## src/rtl/if_stage_pkg.sv

```systemverilog
// Shared pipeline definitions: boot and exception vectors plus the fetch-state encoding.
package if_stage_pkg;

    typedef logic [31:0] word_t;

    localparam word_t RESET_PC    = 32'hBFC0_0000;
    localparam word_t EXC_VEC_BEV = 32'hBFC0_0380;

    typedef enum logic {
        S_REQ  = 1'b0,
        S_WAIT = 1'b1
    } fetch_state_e;

endpackage

```

## src/rtl/if_stage_if.sv

```systemverilog
// Instruction SRAM request/acknowledge bus between the fetch stage (master) and the SRAM (slave).
interface if_stage_if;
    import if_stage_pkg::*;

    logic  inst_req;
    word_t inst_addr;
    logic  inst_addr_ok;
    logic  inst_data_ok;
    word_t inst_rdata;

    modport master (
        output inst_req, inst_addr,
        input  inst_addr_ok, inst_data_ok, inst_rdata
    );

    modport slave (
        input  inst_req, inst_addr,
        output inst_addr_ok, inst_data_ok, inst_rdata
    );

endinterface

```

## src/rtl/if_stage.sv

```systemverilog
// MIPS instruction-fetch stage: owns the fetch PC, keeps one SRAM request in flight and holds
// one fetched instruction for ID, applying delay-slot branch redirects and exception flushes.
module if_stage
    import if_stage_pkg::*;
(
    input  logic       clk,
    input  logic       resetn,
    if_stage_if.master sram,
    output logic       if_valid,
    output word_t      if_pc,
    output word_t      if_inst,
    input  logic       id_allowin,
    input  logic       br_taken,
    input  word_t      br_pc,
    input  word_t      br_target,
    input  logic       flush,
    input  word_t      flush_pc
);

    fetch_state_e r_state;
    word_t        r_fetch_pc;
    word_t        r_req_pc;
    word_t        r_br_pend_tgt;
    word_t        r_if_pc;
    word_t        r_if_inst;
    logic         r_if_valid;
    logic         r_br_pend;
    logic         r_cancel;

    word_t w_ds_pc;
    word_t w_after_ds_pc;
    logic  w_transfer;
    logic  w_accept;
    logic  w_wait_wrong;
    logic  w_ds_next;
    logic  w_ds_issued;
    logic  w_br_cancel;
    logic  w_br_drop;
    logic  w_fl_cancel;

    assign w_ds_pc       = br_pc + 32'd4;
    assign w_after_ds_pc = br_pc + 32'd8;

    // Gated by resetn so the SRAM sees no request while the core is held in reset.
    assign sram.inst_req  = resetn & (r_state == S_REQ) & ~r_cancel & (~r_if_valid | id_allowin);
    assign sram.inst_addr = r_fetch_pc;

    assign w_transfer   = r_if_valid & id_allowin;
    assign w_accept     = sram.inst_req & sram.inst_addr_ok;

    // The in-flight request is the wrong-path instruction right after the delay slot.
    assign w_wait_wrong = (r_state == S_WAIT) & (r_req_pc == w_after_ds_pc);
    assign w_ds_next    = (r_fetch_pc == w_ds_pc);
    assign w_ds_issued  = (r_fetch_pc == w_after_ds_pc) | w_wait_wrong;

    assign w_br_cancel  = (w_accept & (r_fetch_pc == w_after_ds_pc))
                        | (w_wait_wrong & ~sram.inst_data_ok);
    assign w_br_drop    = br_taken & w_wait_wrong & sram.inst_data_ok;
    assign w_fl_cancel  = ((r_state == S_WAIT) & ~sram.inst_data_ok) | w_accept;

    // NOTE: every assignment here is non-blocking, so a later statement in this block overrides an
    // earlier one in the same cycle; the ordering below encodes flush > branch > sequential advance.
    always_ff @(posedge clk) begin
        if (!resetn) begin
            r_state       <= S_REQ;
            r_fetch_pc    <= RESET_PC;
            r_req_pc      <= '0;
            r_if_valid    <= 1'b0;
            r_if_pc       <= '0;
            r_if_inst     <= '0;
            r_br_pend     <= 1'b0;
            r_br_pend_tgt <= '0;
            r_cancel      <= 1'b0;
        end else begin
            if (w_transfer) begin
                r_if_valid <= 1'b0;
            end

            case (r_state)
                S_REQ: begin
                    if (w_accept) begin
                        r_req_pc   <= r_fetch_pc;
                        r_fetch_pc <= r_br_pend ? r_br_pend_tgt : r_fetch_pc + 32'd4;
                        r_br_pend  <= 1'b0;
                        r_state    <= S_WAIT;
                    end
                end
                S_WAIT: begin
                    if (sram.inst_data_ok) begin
                        r_state <= S_REQ;
                        if (r_cancel) begin
                            r_cancel <= 1'b0;
                        end else if (!w_br_drop) begin
                            r_if_valid <= 1'b1;
                            r_if_pc    <= r_req_pc;
                            r_if_inst  <= sram.inst_rdata;
                        end
                    end
                end
            endcase

            if (flush) begin
                r_fetch_pc <= flush_pc;
                r_if_valid <= 1'b0;
                r_br_pend  <= 1'b0;
                if (w_fl_cancel) begin
                    r_cancel <= 1'b1;
                end
            end else if (br_taken) begin
                if (w_ds_next) begin
                    // Delay slot leaving this very cycle: its successor is the target itself.
                    if (w_accept) begin
                        r_fetch_pc <= br_target;
                    end else begin
                        r_br_pend     <= 1'b1;
                        r_br_pend_tgt <= br_target;
                    end
                end else if (w_ds_issued) begin
                    r_fetch_pc <= br_target;
                    if (w_br_cancel) begin
                        r_cancel <= 1'b1;
                    end
                end
            end
        end
    end

    assign if_valid = r_if_valid;
    assign if_pc    = r_if_pc;
    assign if_inst  = r_if_inst;

endmodule
```

## src/flat_wrapper.sv

```systemverilog
// flat-port wrapper written by rule: the top's interface ports become plain ports
module if_stage_flat import if_stage_pkg::*;
  (clk, resetn, if_valid, if_pc, if_inst, id_allowin, br_taken, br_pc, br_target, flush, flush_pc, sram_inst_req, sram_inst_addr, sram_inst_addr_ok, sram_inst_data_ok, sram_inst_rdata);
  if_stage_if sram_i ();
  input  logic clk;
  input  logic resetn;
  output logic if_valid;
  output word_t if_pc;
  output word_t if_inst;
  input  logic id_allowin;
  input  logic br_taken;
  input  word_t br_pc;
  input  word_t br_target;
  input  logic flush;
  input  word_t flush_pc;
  output wire logic [$bits(sram_i.inst_req)-1:0] sram_inst_req;
  output wire logic [$bits(sram_i.inst_addr)-1:0] sram_inst_addr;
  input wire logic [$bits(sram_i.inst_addr_ok)-1:0] sram_inst_addr_ok;
  input wire logic [$bits(sram_i.inst_data_ok)-1:0] sram_inst_data_ok;
  input wire logic [$bits(sram_i.inst_rdata)-1:0] sram_inst_rdata;
  assign sram_inst_req = sram_i.inst_req;
  assign sram_inst_addr = sram_i.inst_addr;
  assign sram_i.inst_addr_ok = sram_inst_addr_ok;
  assign sram_i.inst_data_ok = sram_inst_data_ok;
  assign sram_i.inst_rdata = sram_inst_rdata;
  if_stage u_core (.clk(clk), .resetn(resetn), .sram(sram_i), .if_valid(if_valid), .if_pc(if_pc), .if_inst(if_inst), .id_allowin(id_allowin), .br_taken(br_taken), .br_pc(br_pc), .br_target(br_target), .flush(flush), .flush_pc(flush_pc));
endmodule
```

## config.mk

```make
export PLATFORM = sky130hd
export DESIGN_NAME = if_stage_flat
export DESIGN_NICKNAME = d
export VERILOG_FILES = /design/src/rtl/if_stage_pkg.sv /design/src/rtl/if_stage_if.sv /design/src/rtl/if_stage.sv /design/src/flat_wrapper.sv
export SDC_FILE = /design/constraint.sdc
export NUM_CORES = 1
export LEC_CHECK = 0
export CELL_PAD_IN_SITES_DETAIL_PLACEMENT = 2
export CELL_PAD_IN_SITES_GLOBAL_PLACEMENT = 2
export CORE_MARGIN = 4
export CORE_UTILIZATION = 32
export CTS_BUF_LIST = sky130_fd_sc_hd__clkbuf_8
export CTS_CLUSTER_SIZE = 28
export DETAILED_ROUTE_END_ITERATION = 6
export GPL_ROUTABILITY_DRIVEN = 0
export PLACE_DENSITY_LB_ADDON = 0.1
export SLEW_MARGIN = 10
export SYNTH_ARGS = -nofsm -noshare
export SYNTH_HDL_FRONTEND = slang
export SYNTH_SLANG_ARGS = --single-unit
```

## constraint.sdc

```tcl
create_clock -name clk -period 8.7 [get_ports clk]
set_clock_uncertainty 0.2 [all_clocks]
set_input_delay 0.87 -clock clk [delete_from_list [all_inputs] [get_ports clk]]
set_output_delay 0.87 -clock clk [all_outputs]
set_load 0.05 [all_outputs]
```

After elaboration in Yosys (flattened, before gate mapping). Cells that the tools add are included.

$add $sub $neg: 3. Eq/ne operators: 3. Multiplexer cells: 29. Bitwise gates (word level): 23. Reductions and logical operators: 4.

Operators with widths (count): $mux 32 (8); $eq 32x32->1 (3); $add 32x3->32 const B (2); $add 32x4->32 const B (1); $mux 1 (20); $and 1x1->1 (11); $not 1->1 (8); $reduce_and 4->1 (2); $or 1x1->1 (4); $pmux 1 s2 (1); $reduce_and 2->1 (1); $reduce_or 2->1 (1).

Register bits: 164. Output and inout bits: 98.

Longest topological paths before layout. Gate-level depths: netlist of the first run.

Depth after elaboration: 12. Depth in mapped cells: 14. Gate-level depth less buffers: 11.

Worst setup path after synthesis of the first run. No wires, ideal clock.

Kind: input -> register. Start point: input port resetn. End point: register u_core.r_fetch_pc[27] (netlist: u_core.sram.inst_addr[27]). Library setup time: 124 ps. Data arrival time: 4198 ps. Data required time: 8376 ps. Path slack: 4178 ps. Stages on the path: 11. Buffers on the path: 3. Cell sequence: clkbuf_1 > inv_2 > nor4_1 > and2_1 > clkbuf_1 > clkbuf_1 > o21ai_0 > nand2_1 > nand2_1 > a221oi_2 > o21ai_1.

Longest elaborated chain between the ends: 10. Elaborated cells between the ends (all ways): 11. Those cells by class: 7 x mux; 4 x bitwise.

RTL lines: from (decl) (RTL line flat_wrapper.sv:6) `input logic resetn;`; $and 1x1->1 * (3 in a row) (RTL line if_stage.sv:45) `assign sram.inst_req = resetn & (r_state == S_REQ) & ~r_cancel & (~r_if_valid | id_allowin);`; via sram_inst_req (RTL line flat_wrapper.sv:16) `output wire logic [$bits(sram_i.inst_req)-1:0] sram_inst_req;`; $and 1x1->1 * (RTL line if_stage.sv:49) `assign w_accept = sram.inst_req & sram.inst_addr_ok;`; $mux 32 (RTL line if_stage.sv:81) `if (w_accept) begin`; $mux 32 (RTL line if_stage.sv:79) `case (r_state)`; $mux 32, on equally long branches (RTL line if_stage.sv:118, if_stage.sv:112); $mux 32 (RTL line if_stage.sv:110) `if (w_ds_next) begin`; $mux 32 * (RTL line if_stage.sv:109) `end else if (br_taken) begin`; $mux 32 * (RTL line if_stage.sv:102) `if (flush) begin`; to (signal assigned) (RTL line if_stage.sv:103) `r_fetch_pc <= flush_pc;`; to (signal assigned) (RTL line if_stage.sv:113) `r_fetch_pc <= br_target;`; to (signal assigned) (RTL line if_stage.sv:119) `r_fetch_pc <= br_target;`; to (decl) (RTL line if_stage.sv:21) `word_t r_fetch_pc;`.

Mark *: on every way through the listed nets, which the timed path passes. The rest lies on a longest branch. A chain may end at the register's enable or synchronous reset.

Worst setup path after layout of the first run.
Start point: input port br_pc[9]. End point: register u_core.r_fetch_pc[31] (netlist: u_core.sram.inst_addr[31]).

Longest elaborated chain between the ends: 8. Elaborated cells between the ends (all ways): 11. Those cells by class: 2 x add/sub; 3 x eq/ne; 4 x mux; 2 x bitwise.

RTL lines: from (decl) (RTL line flat_wrapper.sv:12) `input word_t br_pc;`; $add 32x4->32 (RTL line if_stage.sv:42) `assign w_after_ds_pc = br_pc + 32'd8;`; $eq 32x32->1 (RTL line if_stage.sv:52) `assign w_wait_wrong = (r_state == S_WAIT) & (r_req_pc == w_after_ds_pc);`; $and 1x1->1 (RTL line if_stage.sv:52); $or 1x1->1 (RTL line if_stage.sv:54) `assign w_ds_issued = (r_fetch_pc == w_after_ds_pc) | w_wait_wrong;`; $mux 32 (RTL line if_stage.sv:118) `end else if (w_ds_issued) begin`; $mux 32 * (RTL line if_stage.sv:110); $mux 32 * (RTL line if_stage.sv:109); $mux 32 * (RTL line if_stage.sv:102).

Mark *: on every way between the ends. The rest lies on a longest branch, timed or not.

==> results of run 1 <==
worst paths after layout:
path	endpoint	cells after the start
min	u_core.r_br_pend_tgt[25]	2
max reg2reg	u_core.sram.inst_addr[14]	10
max	u_core.sram.inst_addr[31]	12
min reg2reg	u_core.r_br_pend_tgt[25]	2
final cells by class:
class                   instances  area share
multi-input cells            1071       0.490
flip-flops and latches        164       0.243
repair buffers                257       0.187
well taps                     442      0.0410
clock buffers                  17      0.0173
clock inverters                15      0.0142
inverters                      26     0.00742
per-stage QoR:
stage | cells | area (um^2)
2_1_floorplan | 1381 | 10500
3_3_place_gp | 1960 | 13100
3_5_place_dp | 1960 | 13100
4_1_cts | 1992 | 13500
5_1_grt | 1992 | 13500
6_report | 1992 | 13500
layer usage:
metal,share of wire,vias to the layer above,global-route usage
li1,-,5249,-
met1,0.44,5839,0.334
met2,0.50,236,0.462
met3,0.041,40,0.0417
met4,0.013,0,0.0502
met5,0,-,0
Yosys cell counts, drive strengths merged (14+ instances only):
cell	number	share of area
nand2	214	0.077
dfxtp	164	0.31
nor2	125	0.045
a21oi	124	0.059
clkbuf	84	0.030
mux2i	78	0.074
o21ai	57	0.027
xor2	48	0.040
xnor2	46	0.038
nand3	44	0.023
buf	36	0.021
nand4	32	0.022
nor3	32	0.016
o22ai	28	0.017
nor4	25	0.019
inv	24	0.0086
and3	23	0.014
a31oi	21	0.013
a22oi	14	0.010
sequential cells by signal, summed over array words and instances (netlist names):
signal,flops
u_core.sram.inst_addr,32
u_core.r_req_pc,32
u_core.r_br_pend,1
u_core.r_cancel,1
u_core.if_valid,1
u_core.r_state,1
u_core.r_br_pend_tgt,32
u_core.if_inst,32
u_core.if_pc,32
logic make-up (layout without fill, tap and decap cells):
group | after synthesis | count (layout)
flip-flops | 164 | 164
AO/OA/AOI/OAI | 335 | 335
multiplexers | 79 | 79
adder cells (fa/ha/maj) | 3 | 3
AND/OR/NAND/NOR | 557 | 557
buffers and inverters | 146 | 315
XOR/XNOR | 97 | 97
worst max-delay path, delay by kind of cell:
kind | cells | cell delay, ns
xor+xnor | 1 | 0.19
buf+inv | 2 | 1.34
compound gates | 2 | 0.28
simple gates | 7 | 3.14
power groups by stage:
| stage | clock, mW | combinational, mW | sequential, mW |
|---|---|---|---|
| global route | 0.680 | 0.461 | 0.808 |
| CTS | 0.654 | 0.433 | 0.804 |
| detailed placement | 0 | 0.429 | 0.821 |
| floorplan | 0 | 0.207 | 0.852 |
| global placement | 0 | 0.421 | 0.820 |
| finish | 0.633 | 0.432 | 0.804 |
==> run summary, run 1 <==
### Worst setup path
- **worst flop-to-flop path startpoint** u_core.sram.inst_addr[5]
- **worst setup path class** in -> reg
- **crit-path cells** clkdlybuf4s50_1 -> nand4_4 -> nor4_4 -> nand3_1 -> xor2_1 -> or4_4 -> nand2b_1 -> nor2_1 -> and3_1 -> buf_4 -> a221oi_1 -> o211ai_1
- **data arrival at the endpoint of the critical path** 5.86 ns
- **Critical Path Max Stage Delay** 0.91 ns
- **CP Capture Type** flip-flop
- **critical path data required time** 8.92 ns
- **Worst setup SP type** primary input
- **Max Fanout on Critical Path** 23
- **setup slack of the most critical reg-to-reg path** 4.20 ns
- **Crit-path slowest cell** clkdlybuf4s50_1
- **worst setup path start** br_pc[9]

### Timing
- **relative max-transition margin** 0.252
- **period utilisation layout** 0.648
- **slew at the pin closest to its max-slew limit** 1.12 ns
- **final-layout worst hold slack** 0.259 ns
- **max frequency** 177 MHz
- **minimum setup slack in the final design** 3.07 ns
- **count of final hold-check violations** 0
- **count of pins over their slew limit** 0
- **Final min period** 5.63 ns
- **setup repair after global routing missed its margin** no
- **count of endpoints failing setup in the final report** 0
- **Setup Total Neg Slack** 0 ns

### Synthesis
- **number of enable-type register cells in the synthesized netlist** 0
- **compound-gate portion of the synthesized area** 0.201
- **net count after synthesis** 1,519
- **cells after synthesis** 1,381
- **asr flop ratio synth** 0
- **cell area after synthesis** 10,500 um^2
- **XOR/XNOR Fraction of Synth Area** 0.0851
- **adder-cell share of the synthesized area** 0.00357
- **synthesized flop and latch total** 164
- **Syn. warnings** 0
- **sequential fraction of the synthesis area** 0.313
- **most used flip-flop cell after synthesis** dfxtp_1
- **portion of netlist area occupied by mux cells** 0.0754
- **share of synthesized cell area in and, or, nand and nor gates** 0.262
- **main combinational cell family by area after synthesis** simple AND/OR/NAND/NOR gates
- **mean post-synth cell area** 7.60 um^2
- **count of cell types in the netlist** 84

### Global routing
- **number of antenna violations at the first check in global routing** 0
- **total congestion overflow** 0
- **largest net degree at the start of global routing** 83
- **first-pass GRT wire length** 72.9 mm
- **GRT Resource Usage Total** 0.260
- **via count of the first global-routing pass** 12,116

### Floorplanning
- **Floorplan Core Area** 32,500 um^2
- **Total Die Area** 35,800 um^2
- **Die Span Y** 189 um
- **Initial Utilization** 0.324
- **Die Wd** 189 um
- **count of pins on the block boundary** 233
- **FP Rows** 66

### Clock tree
- **clk slew on worst S/H paths** 0.11 ns
- **TritonCTS buffer count** 17
- **# hold bufs at CTS** 0
- **setup bufs post-CTS** 0
- **H-tree Lvls** 4
- **CTS sink count** 164
- **buffers from clock root to sink, at most** 2
- **Root Driver** clkbuf_8
- **CTS tree** done
- **cells resized by post-CTS repair** 0
- **source-to-sink clock delay at the later pin of the worst-skew pair** 0.51 ns

### Worst hold path
- **worst min path class** reg -> reg
- **startpoint of the lowest-slack hold path** u_core.r_br_pend_tgt[25]

### Finish
- **area used by multi-input combinational logic** 6610 um^2
- **share of the core filled with cells in the final layout** 0.416
- **sequential cell area** 3280 um^2
- **number of antenna cells inserted** 0
- **number of nets at the end of the flow** 1,675
- **number of inserted filler cells in the final layout** 3,754
- **leading cell types in the layout, fill and taps excluded** clkdlybuf4s50_1 (232), nand2_1 (212), dfxtp_1 (164)
- **share of cells above drive strength 1** 0.0548
- **relative area change from synthesis to final layout** 28.5%
- **most frequent standard cell in the layout excluding fill and tap cells** clkdlybuf4s50_1

### Pwr
- **switching power as a share of total power** 0.342
- **power dissipated by switching net loads** 639 uW
- **cell area power density** 139 nW/um^2
- **worst vdd rail ir drop** 0.0909 mV
- **overall power consumption** 1.87 mW
- **part of the total power dissipated in sequential elements** 0.430
- **cell internal pwr** 1.23 mW
- **clock share of power** 0.339
- **combinational share of power** 0.231
- **leakage power** 4.57 nW

### Routing
- **total detailed-routing wirelength** 47.4 mm
- **detailed-router iteration count before antenna repair** 5
- **count of vias placed by the detailed router** 11,364
- **Remaining DRCs** 0
- **initial drt markers** 621
- **ratio of routed vias to standard cells** 5.70
- **residual antenna-violating net count after detailed routing** 0
- **average wire length per cell after detail routing** 23.8 um

### Status
- **status** completed

### Placement
- **minimum setup slack after placement** 2.55 ns
- **Port-buffer cells** 232
- **post-DP HPWL** 35.1 mm

### Run
- **max-cap violation count** 0

Note: power is estimated with default switching activity, not from simulation.
==> run 2: changes to the inputs <==
--- a/config.mk
+++ b/config.mk
@@ -8,7 +8,7 @@
 export CELL_PAD_IN_SITES_DETAIL_PLACEMENT = 2
 export CELL_PAD_IN_SITES_GLOBAL_PLACEMENT = 2
 export CORE_MARGIN = 4
-export CORE_UTILIZATION = 32
+export CORE_UTILIZATION = 30
 export CTS_BUF_LIST = sky130_fd_sc_hd__clkbuf_8
 export CTS_CLUSTER_SIZE = 28
 export DETAILED_ROUTE_END_ITERATION = 6
==> constraint.sdc (replaced) <==
create_clock -name clk -period 5.2 [get_ports clk]
set_clock_uncertainty 0.2 [all_clocks]
set_input_delay 0.52 -clock clk [delete_from_list [all_inputs] [get_ports clk]]
set_output_delay 0.52 -clock clk [all_outputs]
set_load 0.05 [all_outputs]
==> run 2 against run 1 <==
First-iteration DRC count grew 7.4%; non-clock buffer count grew 48; global-route usage shrank 0.84 points; sequential cell count is the same; cell count grew 3.0%.
==> run summary, run 2 (same netlist as run 1, synthesis figures left out) <==
### Timing
- **max frequency** 221 MHz
- **final-layout worst hold slack** 0.260 ns, +0.00138 ns
- **relative max-transition margin** 0.228, -0.0240
- **Setup Total Neg Slack** 0 ns, unchanged
- **Final min period** 4.52 ns
- **setup repair after global routing missed its margin** no
- **period utilisation layout** 0.869
- **count of pins over their slew limit** 0, unchanged
- **slew at the pin closest to its max-slew limit** 1.16 ns, +0.0397 ns
- **count of final hold-check violations** 0, unchanged
- **count of endpoints failing setup in the final report** 0, unchanged

### Placement
- **Port-buffer cells** 232, unchanged
- **post-DP HPWL** 37.1 mm, +5.7%
- **number of placed instances with taps included** 2,021, +3.1%
- **placed cell area** 13,500 um^2, +3.6%

### Pwr
- **worst vdd rail ir drop** 0.163 mV, +79%
- **leakage power** 4.84 nW, +5.9%
- **cell area power density** 227 nW/um^2, +64%

### Finish
- **leading cell types in the layout, fill and taps excluded** clkdlybuf4s50_1 (232), nand2_1 (212), dfxtp_1 (164)
- **share of cells above drive strength 1** 0.0808, +0.0259
- **number of nets at the end of the flow** 1,723, +2.9%
- **number of antenna cells inserted** 0, unchanged
- **filler-free cell count of the finished design** 2,052, +3.0%
- **most frequent standard cell in the layout excluding fill and tap cells** clkdlybuf4s50_1
- **design area** 14,000 um^2, +3.6%
- **relative area change from synthesis to final layout** 33.2%

### Worst setup path
- **Worst setup SP type** primary input
- **Worst Path Buf+Inv** 2, unchanged
- **data arrival at the endpoint of the critical path** 4.68 ns, -1.18 ns
- **Max Fanout on Critical Path** 20, -13%
- **worst setup path class** in -> reg
- **crit-path cells** clkdlybuf4s50_1 -> ha_1 -> nand2_1 -> nor4_1 -> xnor2_1 -> o2111ai_1 -> a2111o_1 -> and4bb_2 -> a211oi_4 -> buf_12 -> mux2i_1 -> nor2_1
- **Crit-path slowest cell** nor4_1
- **Critical Path Max Stage Delay** 0.70 ns, -0.21 ns
- **critical path data required time** 5.36 ns, -3.56 ns
- **CP Capture Type** flip-flop
- **CP top delay family** simple AND/OR/NAND/NOR gates

### Clock tree
- **setup bufs post-CTS** 0, unchanged
- **# hold bufs at CTS** 0, unchanged
- **clk slew on worst S/H paths** 0.10 ns, about the same
- **Root Driver** clkbuf_8
- **buffers from clock root to sink, at most** 2, unchanged
- **source-to-sink clock delay at the later pin of the worst-skew pair** 0.51 ns, about the same
- **H-tree Lvls** 4, unchanged
- **CTS tree** done
- **TritonCTS buffer count** 17, unchanged
- **CTS sink count** 164, unchanged
- **cells resized by post-CTS repair** 0, unchanged

### Routing
- **ratio of routed vias to standard cells** 5.60, -1.8%
- **residual antenna-violating net count after detailed routing** 0, unchanged
- **average wire length per cell after detail routing** 23.9 um, +0.24%
- **total detailed-routing wirelength** 49.0 mm, +3.3%
- **initial drt markers** 667, +7.4%
- **detailed-router iteration count before antenna repair** 5, unchanged
- **count of vias placed by the detailed router** 11,492, +1.1%
- **Remaining DRCs** 0, unchanged

### Floorplanning
- **Floorplan Core Area** 34,500 um^2, +6.4%
- **count of pins on the block boundary** 233, unchanged
- **Die Span Y** 195 um, +3.1%
- **Die Wd** 195 um, +3.1%
- **FP Rows** 68, +3.0%
- **Initial Utilization** 0.304, -0.0196
- **Total Die Area** 38,100 um^2, +6.4%

### Global routing
- **via count of the first global-routing pass** 12,218, +0.84%
- **total congestion overflow** 0, unchanged
- **GRT Resource Usage Total** 0.251, -0.00844
- **largest net degree at the start of global routing** 97, +17%
- **number of antenna violations at the first check in global routing** 1, +1
- **first-pass GRT wire length** 74.8 mm, +2.7%

### Status
- **status** completed

### Worst hold path
- **worst min path class** reg -> reg

### Run
- **max-cap violation count** 0, unchanged

run 2: cell types whose count changed in the layout (fill, tap and decap cells not counted), sizes merged:
cell	delta
bufinv	+1
clkbuf	+2
buf	+48
inv	-3
clkinv	-1
run 2: report_power, final:
group | switching, mW | internal [mW] | total (mW)
registers | 0.0587 | 1.29 | 1.35
clock network | 0.538 | 0.548 | 1.09
logic | 0.446 | 0.298 | 0.744
total | 1.04 | 2.13 | 3.18
run 2: area by class of cell:
cell class                      count  area [um^2]
Clock buffer                       19          262
Clock inverter                     12          179
Fill cell                        4009        20600
Inverter                           26          100
Multi-Input combinational cell   1071         6610
Sequential cell                   164         3280
Tap cell                          455          569
Timing Repair Buffer              305         2980
run 2: worst register-to-register path: stages, from the launching register on:
cell	delay, ns
dfxtp_1	0.63
xor2_1	0.33
nor3_1	0.09
nor4_1	0.48
o22ai_1	0.15
or4_4	0.52
nor4b_4	0.27
buf_4	0.23
nor3_1	0.10
and2_1	0.22
buf_12	0.15
a21oi_1	0.16
o22ai_1	0.11
run 2: final timing paths:
| path | from | to | slack [ns] | cells after the start |
|---|---|---|---|---|
| setup / recovery | br_pc[4] | u_core.if_inst[17] | 0.68 | 12 |
| hold / removal | u_core.r_br_pend_tgt[7] | u_core.r_br_pend_tgt[7] | 0.26 | 2 |
| setup reg to reg | u_core.sram.inst_addr[15] | u_core.sram.inst_addr[8] | 1.42 | 12 |
| hold reg to reg | u_core.r_br_pend_tgt[7] | u_core.r_br_pend_tgt[7] | 0.26 | 2 |
run 2: per-stage QoR:
step                      power, mW  utilization  worst slack [ns]
after global routing           3.31        0.405             0.530
after CTS                      3.21        0.405             0.726
after global placement         2.10        0.392             0.330
after detailed placement       2.12        0.392             0.169
final                          3.18        0.405             0.682
after floorplan                1.77            -              1.03
run 2: routing by layer:
layer / up-vias / share of wire / global-route usage
met5: - / 0 / 0
met4: 0 / 0.015 / 0.0577
met3: 43 / 0.044 / 0.0281
met2: 270 / 0.50 / 0.440
met1: 5842 / 0.44 / 0.333
li1: 5337 / - / -
==> run 3: changes to the inputs <==
--- a/config.mk
+++ b/config.mk
@@ -8,13 +8,12 @@
 export CELL_PAD_IN_SITES_DETAIL_PLACEMENT = 2
 export CELL_PAD_IN_SITES_GLOBAL_PLACEMENT = 2
 export CORE_MARGIN = 4
-export CORE_UTILIZATION = 30
-export CTS_BUF_LIST = sky130_fd_sc_hd__clkbuf_8
+export CORE_UTILIZATION = 29
+export CTS_BUF_LIST = sky130_fd_sc_hd__clkbuf_4 sky130_fd_sc_hd__clkbuf_8 sky130_fd_sc_hd__clkbuf_16
 export CTS_CLUSTER_SIZE = 28
 export DETAILED_ROUTE_END_ITERATION = 6
 export GPL_ROUTABILITY_DRIVEN = 0
 export PLACE_DENSITY_LB_ADDON = 0.1
-export SLEW_MARGIN = 10
 export SYNTH_ARGS = -nofsm -noshare
 export SYNTH_HDL_FRONTEND = slang
 export SYNTH_SLANG_ARGS = --single-unit
==> run 3 against run 2 <==
Cell count up 0.29%; clock power up 18%; setup slack better by 0.057 ns; non-clock buffer count down 4; utilization down 1.1 points; hold slack worse by 0.0056 ns; critical endpoint is now u_core.sram.inst_addr[16].
==> run summary, run 3 (same netlist as run 1, synthesis figures left out) <==
### Routing
- **average wire length per cell after detail routing** 24.1 um, +0.93%
- **initial drt markers** 740, +11%
- **Remaining DRCs** 0, unchanged
- **ratio of routed vias to standard cells** 5.57, -0.53%
- **total detailed-routing wirelength** 49.6 mm, +1.2%
- **detailed-router iteration count before antenna repair** 5, unchanged
- **count of vias placed by the detailed router** 11,465, -0.23%
- **residual antenna-violating net count after detailed routing** 0, unchanged

### Timing
- **max frequency** 224 MHz, +1.3%
- **Final min period** 4.46 ns, -0.0573 ns
- **slew at the pin closest to its max-slew limit** 1.06 ns, -0.102 ns
- **count of endpoints failing setup in the final report** 0, unchanged
- **relative max-transition margin** 0.296, +0.0683
- **count of final hold-check violations** 0, unchanged
- **Setup Total Neg Slack** 0 ns, unchanged
- **setup repair after global routing missed its margin** no
- **final-layout worst hold slack** 0.255 ns, -0.00561 ns
- **period utilisation layout** 0.858, -0.0110
- **count of pins over their slew limit** 0, unchanged

### Worst setup path
- **CP top delay family** simple AND/OR/NAND/NOR gates
- **Crit-path slowest cell** clkdlybuf4s50_1
- **crit-path cells** clkdlybuf4s50_1 -> ha_1 -> nand2_1 -> nor4_4 -> mux2i_1 -> a32oi_1 -> or4_4 -> nor4b_4 -> buf_4 -> nor3_2 -> o21a_4 -> nand2_1 -> buf_4 -> o22ai_1
- **Max Fanout on Critical Path** 13, -35%
- **critical path data required time** 5.29 ns, -0.07 ns
- **Worst Path Buf+Inv** 3, +1
- **CP Capture Type** flip-flop
- **data arrival at the endpoint of the critical path** 4.55 ns, -0.13 ns
- **Critical Path Max Stage Delay** 0.65 ns, -0.05 ns
- **Worst setup SP type** primary input
- **setup slack of the most critical reg-to-reg path** 1.29 ns, -0.13 ns
- **worst setup path class** in -> reg

### Clock tree
- **CTS tree** done
- **clk slew on worst S/H paths** 0.07 ns, -0.03 ns
- **TritonCTS buffer count** 17, unchanged
- **# hold bufs at CTS** 0, unchanged
- **buffers from clock root to sink, at most** 2, unchanged
- **Root Driver** clkbuf_16
- **CTS sink count** 164, unchanged
- **source-to-sink clock delay at the later pin of the worst-skew pair** 0.46 ns, -0.05 ns
- **cells resized by post-CTS repair** 0, unchanged
- **setup bufs post-CTS** 0, unchanged
- **H-tree Lvls** 4, unchanged

### Finish
- **filler-free cell count of the finished design** 2,058, +0.29%
- **design area** 14,000 um^2, +0.43%
- **share of cells above drive strength 1** 0.0809, +0.000152
- **most frequent standard cell in the layout excluding fill and tap cells** clkdlybuf4s50_1
- **number of nets at the end of the flow** 1,719, -0.23%
- **relative area change from synthesis to final layout** 33.7%
- **leading cell types in the layout, fill and taps excluded** clkdlybuf4s50_1 (232), nand2_1 (212), dfxtp_1 (163)
- **share of the core filled with cells in the final layout** 0.394, -0.0109

### Placement
- **number of placed instances with taps included** 2,023, +0.099%
- **post-DP HPWL** 37.3 mm, +0.62%
- **Port-buffer cells** 232, unchanged
- **placed cell area** 13,500 um^2, -0.62%

### Global routing
- **grt met3 use** 0.0354, +0.00727
- **largest net degree at the start of global routing** 90, -7.2%
- **GRT Resource Usage Total** 0.247, -0.00373
- **total congestion overflow** 0, unchanged
- **via count of the first global-routing pass** 12,276, +0.47%
- **met2 track demand over resource** 0.421, -0.0190
- **GRT met1 Usage** 0.326, -0.00693
- **peak-usage layer in the global routing report** met2
- **number of antenna violations at the first check in global routing** 4, +3
- **first-pass GRT wire length** 75.1 mm, +0.34%

### Run
- **max-cap violation count** 0, unchanged

### Pwr
- **leakage power** 4.86 nW, +0.41%
- **worst vdd rail ir drop** 0.216 mV, +33%
- **cell area power density** 240 nW/um^2, +5.8%

### Floorplanning
- **FP Rows** 69, +1.5%
- **Die Span Y** 198 um, +1.6%
- **Floorplan Core Area** 35,700 um^2, +3.2%
- **count of pins on the block boundary** 233, unchanged
- **Total Die Area** 39,300 um^2, +3.3%
- **Die Wd** 198 um, +1.6%
- **Initial Utilization** 0.295, -0.00948

### Worst hold path
- **worst min path class** reg -> reg

### Status
- **status** completed

## run 3: changes by cell type in the layout (fill, tap and decap cells not counted), moves of 2 or more
cell / previous run / this run
diode_2: 0 / 3
clkbuf_16: 0 / 17
clkbuf_4: 0 / 2
clkbuf_8: 19 / 1
bufinv_16: 4 / 1
inv_1: 25 / 23
buf_12: 9 / 4
## run 3: worst reg2reg max path: stages, from the launching register on
cell	delay, ns
dfxtp_1	0.71
xor2_1	0.24
nor4b_1	0.43
o22ai_1	0.18
nor4_1	0.38
nand4_1	0.28
nor4b_4	0.32
buf_4	0.25
nor3_2	0.09
o21a_4	0.29
nand2_1	0.15
buf_4	0.16
o22ai_1	0.09
## run 3: metal layers
layer | part of all wire | vias to the layer above
li1 | - | 5353
met1 | 0.44 | 5780
met2 | 0.49 | 270
met3 | 0.044 | 60
met4 | 0.020 | 2
met5 | 0.00026 | -
## run 3: worst paths after layout
path                              from  cells past startpoint                         to
max                           br_pc[3]                     14  u_core.sram.inst_addr[16]
min           u_core.r_br_pend_tgt[19]                      2   u_core.r_br_pend_tgt[19]
max reg2reg  u_core.sram.inst_addr[15]                     12  u_core.sram.inst_addr[16]
min reg2reg   u_core.r_br_pend_tgt[19]                      2   u_core.r_br_pend_tgt[19]
## run 3: where the power goes
part / internal, mW / switching, mW / leakage (nW)
clock network: 0.692 / 0.593 / 0.280
registers: 1.29 / 0.0583 / 1.33
logic: 0.296 / 0.448 / 3.24
total: 2.28 / 1.10 / 4.86
## run 3: cell type report
class | count | area [um^2]
tap | 461 | 577
antenna | 3 | 7.51
timing repair buffer | 301 | 2890
clock inverter | 12 | 123
multi-input combinational | 1071 | 6610
sequential | 164 | 3280
clock buffer | 20 | 454
inverter | 26 | 100
fill | 4109 | 21600
## run 3: through the flow
stage	setup slack (ns)	total power [mW]
6_report	0.739	3.38
5_1_grt	0.539	3.52
4_1_cts	0.771	3.42
3_5_place_dp	0.347	2.12
3_3_place_gp	0.458	2.10
2_1_floorplan	1.03	1.77
